--- config.mk ---
export PLATFORM = sky130hd
export DESIGN_NAME = mem_arbiter
export DESIGN_NICKNAME = d
export VERILOG_FILES = /design/src/rtl/npc_mem_pkg.sv /design/src/rtl/rr_arb2.sv /design/src/rtl/mem_arbiter.sv
export SDC_FILE = /design/constraint.sdc
export NUM_CORES = 1
export LEC_CHECK = 0
export CAP_MARGIN = 15
export CELL_PAD_IN_SITES_DETAIL_PLACEMENT = 1
export CELL_PAD_IN_SITES_GLOBAL_PLACEMENT = 1
export CORE_ASPECT_RATIO = 1.2
export CORE_MARGIN = 2
export CORE_UTILIZATION = 30
export DETAILED_ROUTE_END_ITERATION = 8
export PLACE_DENSITY = 0.93
export SYNTH_ARGS = -nofsm -noshare
export SYNTH_HDL_FRONTEND = slang
export SYNTH_SLANG_ARGS = --single-unit
--- constraint.sdc ---
create_clock -name clock -period 5.5 [get_ports clock]
set_input_delay 0.825 -clock clock [delete_from_list [all_inputs] [get_ports clock]]
set_output_delay 0.825 -clock clock [all_outputs]
set_load 0.02 [all_outputs]
--- src/rtl/npc_mem_pkg.sv ---
// ============================================================
// npc_mem_pkg: shared types and widths for the data-memory arbiter
// Rev 1.0
// ============================================================
`default_nettype none

package npc_mem_pkg;
   localparam int MEM_AW  = 32;
   localparam int MEM_DW  = 32;
   localparam int WMASK_W = 8;

   localparam logic OWNER_IFU = 1'b0;
   localparam logic OWNER_LSU = 1'b1;

   typedef enum logic [1:0] {
      IDLE   = 2'd0,
      ACCESS = 2'd1,
      RESP   = 2'd2
   } state_e;
endpackage

`default_nettype wire

--- src/rtl/rr_arb2.sv ---
// ============================================================
// rr_arb2: two-input round-robin arbiter, history updated on accept
// Rev 1.0
// ============================================================
`default_nettype none

module rr_arb2 (
   input  logic       clk_i,
   input  logic       rst_i,
   input  logic [1:0] req_i,
   input  logic       accept_i,
   output logic [1:0] gnt_o
);
   // Reset history points at input 1 so input 0 wins the first tie.
   logic last_grant_q;
   logic last_grant_d;

   always_comb begin
      gnt_o = 2'b00;
      case (req_i)
         2'b01:   gnt_o = 2'b01;
         2'b10:   gnt_o = 2'b10;
         2'b11:   gnt_o = last_grant_q ? 2'b01 : 2'b10;
         default: gnt_o = 2'b00;
      endcase
      last_grant_d = accept_i ? gnt_o[1] : last_grant_q;
   end

   always_ff @(posedge clk_i or posedge rst_i) begin
      if (rst_i) last_grant_q <= 1'b1;
      else       last_grant_q <= last_grant_d;
   end
endmodule

`default_nettype wire

--- src/rtl/mem_arbiter.sv ---
// ============================================================
// mem_arbiter: IFU/LSU arbiter and fixed-latency memory sequencer
// Rev 1.0
// ============================================================
`default_nettype none

module mem_arbiter
   import npc_mem_pkg::*;
#(
   parameter int ACCESS_CYCLES = 1,
   parameter int AW            = MEM_AW,
   parameter int DW            = MEM_DW
) (
   input  logic               clock,
   input  logic               reset,
   input  logic               ifu_req_valid,
   output logic               ifu_req_ready,
   input  logic [AW-1:0]      ifu_addr,
   output logic               ifu_resp_valid,
   input  logic               ifu_resp_ready,
   output logic [DW-1:0]      ifu_rdata,
   input  logic               lsu_req_valid,
   output logic               lsu_req_ready,
   input  logic [AW-1:0]      lsu_addr,
   input  logic               lsu_wen,
   input  logic [DW-1:0]      lsu_wdata,
   input  logic [WMASK_W-1:0] lsu_wmask,
   output logic               lsu_resp_valid,
   input  logic               lsu_resp_ready,
   output logic [DW-1:0]      lsu_rdata,
   output logic               mem_valid,
   output logic [AW-1:0]      mem_raddr,
   output logic               mem_wen,
   output logic [AW-1:0]      mem_waddr,
   output logic [WMASK_W-1:0] mem_wmask,
   output logic [DW-1:0]      mem_wdata,
   input  logic [DW-1:0]      mem_rdata
);
   localparam int            CW       = (ACCESS_CYCLES > 1) ? $clog2(ACCESS_CYCLES) : 1;
   localparam logic [CW-1:0] CNT_INIT = CW'(ACCESS_CYCLES - 1);

   state_e               state_q;
   logic                 owner_q;
   logic [CW-1:0]        cnt_q;
   logic                 mem_valid_q, mem_wen_q;
   logic [AW-1:0]        mem_addr_q;
   logic [WMASK_W-1:0]   mem_wmask_q;
   logic [DW-1:0]        mem_wdata_q;
   logic                 ifu_resp_valid_q, lsu_resp_valid_q;
   logic [DW-1:0]        ifu_rdata_q, lsu_rdata_q;

   logic [1:0]           gnt;
   logic                 idle, accept;
   logic [AW-1:0]        addr_d;
   logic                 wen_d;
   logic [DW-1:0]        wdata_d;
   logic [WMASK_W-1:0]   wmask_d;

   rr_arb2 u_arb (
      .clk_i    (clock),
      .rst_i    (reset),
      .req_i    ({lsu_req_valid, ifu_req_valid}),
      .accept_i (accept),
      .gnt_o    (gnt)
   );

   // Ready is gated by reset so nothing is offered while the block is held off.
   assign idle          = (state_q == IDLE) && !reset;
   assign ifu_req_ready = idle && gnt[0];
   assign lsu_req_ready = idle && gnt[1];
   assign accept        = ifu_req_ready || lsu_req_ready;

   always_comb begin
      addr_d  = gnt[1] ? lsu_addr : ifu_addr;
      wen_d   = gnt[1] && lsu_wen;
      wdata_d = wen_d ? lsu_wdata : '0;
      wmask_d = wen_d ? lsu_wmask : '0;
   end

   always_ff @(posedge clock or posedge reset) begin
      if (reset) begin
         state_q          <= IDLE;
         owner_q          <= OWNER_IFU;
         cnt_q            <= '0;
         mem_valid_q      <= 1'b0;
         mem_wen_q        <= 1'b0;
         mem_addr_q       <= '0;
         mem_wmask_q      <= '0;
         mem_wdata_q      <= '0;
         ifu_resp_valid_q <= 1'b0;
         lsu_resp_valid_q <= 1'b0;
         ifu_rdata_q      <= '0;
         lsu_rdata_q      <= '0;
      end else begin
         case (state_q)
            IDLE: begin
               if (accept) begin
                  owner_q     <= gnt[1] ? OWNER_LSU : OWNER_IFU;
                  cnt_q       <= CNT_INIT;
                  mem_valid_q <= 1'b1;
                  mem_wen_q   <= wen_d;
                  mem_addr_q  <= addr_d;
                  mem_wmask_q <= wmask_d;
                  mem_wdata_q <= wdata_d;
                  state_q     <= ACCESS;
               end
            end
            ACCESS: begin
               if (cnt_q == '0) begin
                  if (owner_q == OWNER_LSU) begin
                     lsu_rdata_q      <= mem_rdata;
                     lsu_resp_valid_q <= 1'b1;
                  end else begin
                     ifu_rdata_q      <= mem_rdata;
                     ifu_resp_valid_q <= 1'b1;
                  end
                  mem_valid_q <= 1'b0;
                  mem_wen_q   <= 1'b0;
                  mem_addr_q  <= '0;
                  mem_wmask_q <= '0;
                  mem_wdata_q <= '0;
                  state_q     <= RESP;
               end else begin
                  cnt_q <= cnt_q - 1'b1;
               end
            end
            RESP: begin
               if ((owner_q == OWNER_LSU && lsu_resp_ready) ||
                   (owner_q == OWNER_IFU && ifu_resp_ready)) begin
                  ifu_resp_valid_q <= 1'b0;
                  lsu_resp_valid_q <= 1'b0;
                  state_q          <= IDLE;
               end
            end
            default: state_q <= IDLE;
         endcase
      end
   end

   assign mem_valid      = mem_valid_q;
   assign mem_wen        = mem_wen_q;
   assign mem_raddr      = mem_addr_q;
   assign mem_waddr      = mem_addr_q;
   assign mem_wmask      = mem_wmask_q;
   assign mem_wdata      = mem_wdata_q;
   assign ifu_resp_valid = ifu_resp_valid_q;
   assign lsu_resp_valid = lsu_resp_valid_q;
   assign ifu_rdata      = ifu_rdata_q;
   assign lsu_rdata      = lsu_rdata_q;
endmodule

`default_nettype wire

==> results.json <==
{
  "cts_hold_buf": 0,
  "pre_cts_slack_ps": 2090,
  "nets": 827,
  "cts_root_buffer": "clkbuf_16",
  "worst_slew_pin_slew_ps": 1020,
  "multi_input_area_um2": 1880,
  "final_max_slew_viol_count": 0,
  "final.min_clock_period_ps": 3410,
  "ys.flop_type": "dfrtp_1",
  "tns_ps": 0,
  "rows": 56,
  "cts-htree-levels": 4,
  "area_growth_pct": 65.0,
  "yosysSeqAreaShare_pct": 61.5,
  "dpl.hpwl_mm": 13.6,
  "insertion_delay_ps": 410,
  "crit_type": "in2out",
  "drc": 0,
  "fin_util_pct": 50.0,
  "start_kind": "input pin",
  "max_cap_viol_count": 0,
  "hold_ws_ps": 479,
  "syn_area_um2": 5860,
  "dieHeight_um": 157,
  "power_mw": 5.60,
  "power_leakage_nw": 4.05,
  "slowest_stage": "clkdlybuf4s50_1",
  "wl_per_cell_um": 19.1,
  "drt_iter0_markers": 148,
  "coreArea_um2": 19300,
  "synthCells": 399,
  "die_w_um": 132,
  "ant_nets": 0,
  "wl_mm": 18.3,
  "clkSlewWorstSetupHoldPaths_ps": 60,
  "min-delay-path-class": "reg2reg",
  "relSlewSlack_pct": 32.1,
  "antenna_found_initial": 0,
  "path_delay_family": "buffers and inverters",
  "cp_max_fo": 7,
  "finalClockSkew_ps": 12.7,
  "period_share_pct": 61.9,
  "p_per_area_nw_per_um2": 578,
  "cts_buffers": 17,
  "fillCellCount": 1971,
  "final_common_cell": "clkdlybuf4s50_1",
  "syn-num-nets": 542,
  "via_per_inst": 4.58,
  "track_usage_pct": 17.6,
  "gp_routability_congestion": 0.751,
  "rsz0062_at_grt": "no",
  "r2r_cells": 5,
  "cts_setup_buffers": 0,
  "async_flop_share_pct": 100,
  "max_freq_mhz": 294,
  "firstDrtPassIters": 4,
  "clock_sinks": 144,
  "path_cells": "clkdlybuf4s50_1, nor3_2, and3_1, clkdlybuf4s50_1",
  "grt_pass1_wl_mm": 28.4,
  "synth-edff-count": 0,
  "syn_area_per_cell_um2": 14.7,
  "dieArea_um2": 20700,
  "numPortBuffers": 316,
  "finalSetupViolCount": 0,
  "diodes": 0,
  "ys_seq_elements": 144,
  "outcome": "finished, final reports clean",
  "grt_pass1_vias": 4867,
  "mostFrequentLayoutCells": "316 x clkdlybuf4s50_1, 143 x dfrtp_1, 57 x mux2_2",
  "cp.arrival_ps": 2580,
  "regArea_um2": 3600,
  "pin_count": 317,
  "max_stage_delay_ps": 610,
  "grt_max_degree": 63,
  "synth.distinct_cells": 32,
  "worst_slack_ps": 2090,
  "num_vias": 4386,
  "cts_resized": 0,
  "grt-ovfl-total": 0,
  "hold_viol_final": 0,
  "yosysWarnings": 0,
  "drive_gt1_share_pct": 14.8,
  "cp_num_buf_inv": 2,
  "cp-end-kind": "primary output",
  "cp_data_required_time_ps": 4680,
  "cts_tree": "done",
  "cp.depth": 4,
  "cp_common_cell": "clkdlybuf4s50_1",
  "hold_depth": 1,
  "cts_buffer_depth": 2,
  "start_util_pct": 30.3,
  "ir_worst_vdd_v": 0.000254
}
## cells by family after synthesis
group,Yosys count,share of synthesized area (%)
AO/OA/AOI/OAI,86,12.5
buffers and inverters,60,6.87
flip-flops,144,61.5
multiplexers,97,17.9
AND/OR/NAND/NOR,12,1.26
## per-stage QoR
stage	cell area, µm²	std cells
6_report	9680	958
3_5_place_dp	9050	926
3_3_place_gp	9050	926
5_1_grt	9680	958
2_1_floorplan	5860	399
4_1_cts	9680	958
## area by class of cell
cell class	instances	area share, %
sequential	144	37.3
timing repair buffer	323	33.2
multi-input combinational	195	19.5
clock buffer	18	4.43
tap	261	3.37
clock inverter	14	2.07
inverter	3	0.168
## flip-flops by register name (all words and copies together), names as in the netlist
signal,cells
lsu_rdata,32
mem_wdata,32
mem_wmask,8
ifu_resp_valid,1
mem_wen,1
lsu_resp_valid,1
u_arb.last_grant_q,1
state_q,2
owner_q,1
mem_valid,1
mem_raddr,32
ifu_rdata,32
## where the power goes
part	internal, mW	switching (mW)
sequential	1.48	0.296
clock	0.769	0.469
combinational	1.33	1.26
## synth_stat cells, types with 3 or more instances
library cell | n | share of area, %
a22o_1 | 42 | 6.3
buf_2 | 7 | 0.60
buf_4 | 35 | 4.5
buf_6 | 4 | 0.77
clkbuf_1 | 9 | 0.58
dfrtp_1 | 143 | 61
inv_1 | 3 | 0.19
mux2_1 | 8 | 1.5
mux2_2 | 57 | 11
mux2i_1 | 32 | 5.5
nand2b_1 | 3 | 0.32
o2bb2ai_1 | 32 | 4.8
## worst paths after layout
check / startpoint / end / slack, ps
min in group asynchronous: reset / lsu_rdata[12]$_DFFE_PP0P_ / 810
min reg2reg: mem_wen$_DFFE_PP0P_ / mem_wen$_DFFE_PP0P_ / 480
max in group asynchronous: reset / mem_wdata[24]$_DFFE_PP0P_ / 3620
min: mem_wen$_DFFE_PP0P_ / mem_wen$_DFFE_PP0P_ / 480
max: reset / ifu_req_ready / 2090
max reg2reg: u_arb.last_grant_q$_DFFE_PP1P_ / mem_wdata[16]$_DFFE_PP0P_ / 3390
## routing by layer
layer / share of wire (%) / track usage [%] / routed length (µm)
met1: 40 / 20.7 / 7290
met2: 53 / 31.3 / 9790
met3: 5.3 / 4.70 / 963
met4: 1.5 / 5.85 / 269
met5: 0 / 0 / 0
Power figures use the tool's default switching activity.
